$ cat src/rtl/fork_two_outputs.sv
// Fan-out stage: pops one sample (1-cycle minimum to output, at most 1 sample per 2 cycles); A and B each stall only on their own full flag.
// Optional FORK_COUNT_EN adds sample_count, which counts samples fully delivered to both outputs.
module fork_two_outputs (
  input  logic               clock,
  input  logic               reset,
  output logic               in_rd_en,
  input  logic               in_empty,
  input  logic signed [31:0] in_dout,
  output logic               outA_wr_en,
  input  logic               outA_full,
  output logic signed [31:0] outA_din,
  output logic               outB_wr_en,
  input  logic               outB_full,
  output logic signed [31:0] outB_din
`ifdef FORK_COUNT_EN
  ,
  output logic        [31:0] sample_count
`endif
);

  typedef enum logic [1:0] {
    S_IDLE  = 2'b00,
    S_DRAIN = 2'b01
  } state_t;

  state_t             state_q, state_d;
  logic signed [31:0] data_q, data_d;
  logic               pend_a_q, pend_a_d;
  logic               pend_b_q, pend_b_d;

  always_comb begin
    in_rd_en   = 1'b0;
    outA_wr_en = 1'b0;
    outB_wr_en = 1'b0;
    outA_din   = '0;
    outB_din   = '0;
    state_d    = state_q;
    data_d     = data_q;
    pend_a_d   = pend_a_q;
    pend_b_d   = pend_b_q;
    case (state_q)
      S_IDLE: begin
        if (!in_empty) begin
          in_rd_en = 1'b1;
          data_d   = in_dout;
          pend_a_d = 1'b1;
          pend_b_d = 1'b1;
          state_d  = S_DRAIN;
        end
      end
      S_DRAIN: begin
        // Outputs drain independently; a full consumer only holds its own pend bit.
        if (pend_a_q && !outA_full) begin
          outA_wr_en = 1'b1;
          outA_din   = data_q;
          pend_a_d   = 1'b0;
        end
        if (pend_b_q && !outB_full) begin
          outB_wr_en = 1'b1;
          outB_din   = data_q;
          pend_b_d   = 1'b0;
        end
        if (!pend_a_d && !pend_b_d) begin
          state_d = S_IDLE;
        end
      end
      default: begin
        state_d  = S_IDLE;
        data_d   = '0;
        pend_a_d = 1'b0;
        pend_b_d = 1'b0;
      end
    endcase
  end

`ifdef FORK_COUNT_EN
  logic [31:0] cnt_q;
  logic        done;

  // A sample completes on the cycle its last outstanding write is issued.
  assign done         = (state_q == S_DRAIN) && !pend_a_d && !pend_b_d;
  assign sample_count = cnt_q;
`endif

  always_ff @(posedge clock or posedge reset) begin
    if (reset) begin
      state_q  <= S_IDLE;
      data_q   <= '0;
      pend_a_q <= 1'b0;
      pend_b_q <= 1'b0;
`ifdef FORK_COUNT_EN
      cnt_q    <= '0;
`endif
    end else begin
      state_q  <= state_d;
      data_q   <= data_d;
      pend_a_q <= pend_a_d;
      pend_b_q <= pend_b_d;
`ifdef FORK_COUNT_EN
      if (done) begin
        cnt_q <= cnt_q + 32'd1;
      end
`endif
    end
  end

endmodule

$ cat config.mk
export PLATFORM = sky130hd
export DESIGN_NAME = fork_two_outputs
export DESIGN_NICKNAME = d
export VERILOG_FILES = /design/src/rtl/fork_two_outputs.sv
export SDC_FILE = /design/constraint.sdc
export NUM_CORES = 1
export LEC_CHECK = 0
export ABC_AREA = 1
export CAP_MARGIN = 20
export CORE_MARGIN = 3
export CORE_UTILIZATION = 40
export CTS_BUF_LIST = sky130_fd_sc_hd__clkbuf_16
export DETAILED_ROUTE_END_ITERATION = 12
export GPL_TIMING_DRIVEN = 1
export MAX_ROUTING_LAYER = met4
export PLACE_DENSITY = 0.83
export SETUP_SLACK_MARGIN = 0.5
export SYNTH_ARGS = -nofsm -noshare
export SYNTH_HDL_FRONTEND = slang
export SYNTH_SLANG_ARGS = --single-unit
$ cat constraint.sdc
create_clock -name clock -period 3 [get_ports clock]
set_clock_uncertainty 0.15 [all_clocks]
set_input_delay 0.6 -clock clock [delete_from_list [all_inputs] [get_ports clock]]
set_output_delay 0.6 -clock clock [all_outputs]
set_load 0.01 [all_outputs]
==> results.txt, run 1 <==
status -> completed
WL per Instance -> 12.0 um
area share of the largest cell type after synthesis -> 0.508
clock sinks -> 35
main area contributors after synthesis -> dfrtp_1, nor2_1, nand2_1, inv_1, o21ai_0
Cell Chain, Critical Path -> dlygate4sd2_1 -> nor2_2 -> nand2_2 -> buf_6 -> nor2_1 -> dlygate4sd2_1
max-cap viol count -> 0
io pins -> 104
DP HPWL -> 3.28 mm
R2R setup slack -> 1450 ps
register bit total from synthesis -> 35
Slowest cell on crit path -> dlygate4sd2_1
Setup CP Type -> primary input to output pin
Max Slew Vio Count -> 0
Cell Count, Final, Fillers Out -> 383
All-Layer GR Usage -> 0.200
Yosys top cell by area -> dfrtp_1
Syn Std Cell Area -> 0.00172 mm2
Critical Path End Type -> output pin
# diodes -> 0
post-route core utilization -> 0.709
hold_ws -> 384 ps
Skew-Pair Late Insertion Delay -> 270 ps
FILL cells -> 338
CTS root buf -> clkbuf_16
Hold Buf Count CTS -> 0
crit path time final -> 2350 ps
Mapped Cells -> 229
FF/Latch Area -> 876 um2
initial antenna violation count -> 0
number of buffers created by CTS -> 5
post-CTS setup buffers -> 0
Post-synth EDFFs -> 0
critical path peak fanout -> 15
CP arrival -> 1600 ps
post-synthesis area per instance -> 7.53 um2
Max Clock Freq -> 425 MHz
die height -> 71.7 um
RePlAce Congestion -> 0.727
routed vias/inst -> 4.46
antenna-violating nets left -> 0
Residual DRC -> 0
share of cells above drive strength 1 -> 0.0751
RSZ-0062 raised after global routing -> no
die area -> 0.00513 mm2
Min-Delay Path Class -> register to register
area of the multi-input gates -> 603 um2
fin nets -> 370
top-count cell post-synth -> nor2_1
largest net degree at the start of global routing -> 66
placed cell count -> 375
ys flop type -> dfrtp_1
count of final setup violators -> 0
global-route wire length before repair -> 7.87 mm
Layout area overhead -> 67.9%
Req. time, crit path -> 2250 ps
via count -> 1710
Leak -> 1.52 nW
Reg clk slew, reported paths -> 50 ps
port bufs -> 103
Max VDD drop -> 0.580 mV
Startpoint Class -> primary input
max_slew headroom -> 0.623
Hold Violations, Final -> 0
ratio of final minimum period to clock period -> 0.785
First DRT Iteration DRCs -> 97
final wirelength -> 4.61 mm
CTS tree -> built
GRT Residual Overflow -> 0
Starting Density -> 0.422
list of most frequent post-synthesis cells -> nor2_1, nand2_1, inv_1
DRT Pass-1 Iters -> 4
net count after synthesis -> 266
Die X -> 71.7 um
CTS H-Tree Depth -> 2
vias in the first global route -> 1731
count of cell types in the netlist -> 13
CTS Buffer Depth -> 2
Yosys warning count -> 0
Worst-Margin Slew -> 566 ps
Rows -> 23
Placeable Area -> 0.00409 mm2
sequential cell area fraction in the yosys report -> 0.508
Largest stage delay, worst path -> 270 ps
Post-synth ARST share -> 1.00
Crit path top cell by count -> dlygate4sd2_1
setup TNS -> 0 ps
pwr dens -> 764 mW/mm2
[through the flow]
| step | cell area, um2 | power, mW | setup WS, ps |
|---|---|---|---|
| floorplan | 1720 | 1.38 | 1120 |
| finish | 2900 | 2.21 | 645 |
| global route | 2900 | 2.40 | 557 |
| CTS | 2890 | 2.24 | 540 |
| global placement | 2770 | 1.78 | 155 |
| detailed placement | 2770 | 1.82 | 95.1 |
[final timing paths]
check / start / endpoint / depth (start not counted)
setup / recovery: outB_full / outB_din[19] / 6
hold / removal: data_q[16] / data_q[16] / 2
setup reg to reg: state_q[0] / data_q[1] / 3
hold reg to reg: data_q[16] / data_q[16] / 2
max in group asynchronous: reset / data_q[9] / 3
min in group asynchronous: reset / data_q[13] / 3
[critical path: cells and delay by family]
family	cells	cell delay, ps
and+or+nand+nor	3	290
buffers and inverters	3	700
[final cells by class]
type,count,area share
repair buffers,110,0.372
multi-input cells,143,0.208
flip-flops and latches,35,0.303
inverters,38,0.0493
clock inverters,2,0.00303
clock buffers,5,0.0432
well taps,50,0.0216
[routing by layer]
metal / track usage / routed length (um)
met4: 0.0668 / 52
met5: - / 0
met1: 0.239 / 1960
met2: 0.338 / 2300
met3: 0.0393 / 298
[timing repair]
| action | 4_1_cts | 5_1_grt |
|---|---|---|
| cloned | 1 | 0 |
| resized for setup | 112 | 3 |
| endpoints found under the hold margin | 0 | 0 |
| setup endpoints to repair | 66 | 3 |
[kinds of logic (layout without fill, tap and decap cells)]
kind of cell,count (synthesis),count (layout),share of synthesized area
and+or+nand+nor,110,110,0.248
buffers and inverters,51,155,0.148
DFF,35,35,0.508
AOI/OAI and AO/OA,33,33,0.0958
[where the power goes]
group	switching, mW	internal [mW]
Sequential	0.0802	0.696
Clock	0.173	0.298
Combinational	0.572	0.393
[cell usage in the layout (no fill, tap or decap), types with 12 or more instances in the layout]
cell	count
nor2_1	65
nand2_1	39
inv_1	37
dfrtp_1	35
clkdlybuf4s50_1	34
dlygate4sd2_1	34
clkdlybuf4s15_1	29
o21ai_0	21
o21ai_1	12
[registers in the layout, summed over array words and instances, names as in the netlist]
name      cells
data_q       32
pend_a_q      1
pend_b_q      1
state_q       1
(Power assumes the default switching activity.)
==> run 2: changes to the inputs <==
--- a/config.mk
+++ b/config.mk
@@ -8,12 +8,12 @@
 export ABC_AREA = 1
 export CAP_MARGIN = 20
 export CORE_MARGIN = 3
-export CORE_UTILIZATION = 40
+export CORE_UTILIZATION = 37
 export CTS_BUF_LIST = sky130_fd_sc_hd__clkbuf_16
 export DETAILED_ROUTE_END_ITERATION = 12
 export GPL_TIMING_DRIVEN = 1
 export MAX_ROUTING_LAYER = met4
-export PLACE_DENSITY = 0.83
+export PLACE_DENSITY = 0.78
 export SETUP_SLACK_MARGIN = 0.5
 export SYNTH_ARGS = -nofsm -noshare
 export SYNTH_HDL_FRONTEND = slang
==> constraint.sdc (replaced) <==
create_clock -name clock -period 2.24 [get_ports clock]
set_clock_uncertainty 0.15 [all_clocks]
set_input_delay 0.448 -clock clock [delete_from_list [all_inputs] [get_ports clock]]
set_output_delay 0.448 -clock clock [all_outputs]
set_load 0.01 [all_outputs]
==> results.txt, run 2 (synthesis results as in run 1) <==
Largest Register -> data_q
Hold Violations, Final -> 0 (unchanged)
CTS H-Tree Depth -> 2 (unchanged)
reg2reg path depth -> 5 (+2)
via count -> 1844 (+7.8%)
Critical Path End Type -> output pin
Worst-Margin Slew -> 436 ps (-130 ps)
dpl cell area -> 0.00279 mm2 (+0.63%)
pwr dens -> 1150 mW/mm2 (+50%)
CTS tree -> built
Reg clk slew, reported paths -> 50 ps (about the same)
RSZ-0062 raised after global routing -> yes
First DRT Iteration DRCs -> 59 (-39%)
Skew-Pair Late Insertion Delay -> 270 ps (about the same)
die area -> 0.00552 mm2 (+7.4%)
# diodes -> 0 (unchanged)
WL per Instance -> 14.1 um (+17%)
Largest stage delay, worst path -> 340 ps (+70 ps)
port bufs -> 103 (unchanged)
CP arrival -> 1390 ps (-210 ps)
most frequent cells in the layout -> nand2_1, buf_2, inv_1, buf_6, dfrtp_1
placed cell count -> 379 (+1.1%)
commonest non-fill, non-tap cell in the layout -> nand2_1
critical path peak fanout -> 5 (-10)
global-route wire length before repair -> 7.76 mm (-1.4%)
antenna-violating nets left -> 0 (unchanged)
die height -> 74.3 um (+3.6%)
Cell Count, Final, Fillers Out -> 402 (+5.0%)
Layout area overhead -> 93.3%
Cell Chain, Critical Path -> inv_1 -> nor2_2 -> nand2_4 -> buf_6 -> buf_16 -> nor2_2 -> buf_2
Crit path top cell by count -> nor2_2
max reg flops -> 32 (unchanged)
io pins -> 104 (unchanged)
final instance area -> 0.00333 mm2 (+15%)
worst r2r src -> state_q[0]
Max Slew Vio Count -> 0 (unchanged)
Residual DRC -> 0 (unchanged)
pre-CTS WS -> -322 ps (-418 ps)
clock sinks -> 35 (unchanged)
number of buffers created by CTS -> 5 (unchanged)
count of final setup violators -> 0 (unchanged)
vias in the first global route -> 1658 (-4.2%)
largest net degree at the start of global routing -> 66 (unchanged)
crit path time final -> 1990 ps
Req. time, crit path -> 1640 ps (-610 ps)
hold worst-path end -> pend_b_q
R2R setup slack -> 620 ps (-830 ps)
Min-Delay Path Class -> primary input to register
CTS root buf -> clkbuf_16
status -> completed
max_slew headroom -> 0.710 (+0.0870)
final wirelength -> 5.68 mm (+23%)
initial antenna violation count -> 0 (unchanged)
DP HPWL -> 3.51 mm (+6.8%)
CTS Buffer Depth -> 2 (unchanged)
Max VDD drop -> 0.768 mV (+32%)
Setup CP Type -> register to output pin
Starting Density -> 0.391 (-0.0313)
All-Layer GR Usage -> 0.191 (-0.00908)
Placeable Area -> 0.00441 mm2 (+8.0%)
Die X -> 74.3 um (+3.6%)
share of cells above drive strength 1 -> 0.423 (+0.348)
Max Clock Freq -> 503 MHz
hold depth -> 3 (+1)
Rows -> 24 (+4.3%)
Slowest cell on crit path -> dfrtp_1
RePlAce Congestion -> 0.705 (-3.1%)
max-cap viol count -> 0 (unchanged)
Leak -> 1.65 nW (+8.7%)
Startpoint Class -> register
Final WS setup -> 251 ps (-394 ps)
Reg-to-Reg End -> data_q[3]
min-delay src -> outB_full
ratio of final minimum period to clock period -> 0.888
fin nets -> 386 (+4.3%)
DRT Pass-1 Iters -> 4 (unchanged)
routed vias/inst -> 4.59 (+2.7%)
GRT Residual Overflow -> 0 (unchanged)
-- run 2: cell count changes in the layout (fill, tap and decap cells not counted), moves of 3 or more --
cell / before / now
buf_16: 0 / 3
clkdlybuf4s15_1: 29 / 1
buf_12: 1 / 5
buf_6: 4 / 35
nor2_4: 2 / 29
nor2_1: 65 / 25
nor2_2: 2 / 15
buf_4: 2 / 6
clkdlybuf4s15_2: 5 / 0
buf_2: 0 / 38
dlygate4sd2_1: 34 / 1
-- run 2: worst max-delay path: cells and delay by family (launching register included) --
| kind | cells | cell delay [ps] |
|---|---|---|
| buffers and inverters | 4 | 480 |
| and+or+nand+nor | 3 | 300 |
| DFF | 1 | 340 |
-- run 2: final cells by class --
class                           instances  area (um2)
Multi-Input combinational cell        143         848
Clock buffer                            5         125
Clock inverter                          3        38.8
Sequential cell                        35         877
Tap cell                               52        65.1
Timing Repair Buffer                  126        1230
Fill cell                             319        1080
Inverter                               38         148
-- run 2: worst max-delay path by stage --
stage,cells after the start,end,slack [ps],startpoint
finish,7,outB_din[26],250,pend_b_q
global route,7,outB_din[26],200,pend_b_q
CTS,7,outB_din[23],260,pend_b_q
detailed placement,6,outA_din[31],-320,outA_full
global placement,6,outB_din[28],-290,outB_full
floorplan,4,outB_din[22],660,outB_full
-- run 2: routing by layer --
metal	global-route usage	vias to the layer above	routed length [um]
li1	-	918	-
met3	0.0432	6	398
met2	0.316	62	3040
met4	0.0593	0	39
met1	0.232	858	2200
met5	-	-	0
-- run 2: where the power goes --
part	switching, mW	internal [mW]
logic	1.15	0.880
registers	0.102	0.934
clock network	0.246	0.518
-- run 2: stage by stage --
step	setup TNS (ps)	utilization	total power, mW	hold WS (ps)
global placement	-17860	0.631	2.40	359
CTS	0	0.655	3.40	388
global route	0	0.755	4.06	352
detailed placement	-19220	0.631	2.46	374
floorplan	0	-	1.84	336
finish	0	0.755	3.83	325
-- run 2: what timing repair did --
item                       4_1_cts  5_1_grt
setup buffers                    7        1
pin swaps                        6        6
cloned                           4        3
setup endpoints to repair       67      100
hold buffers                     0        0
gates resized for setup        306       92
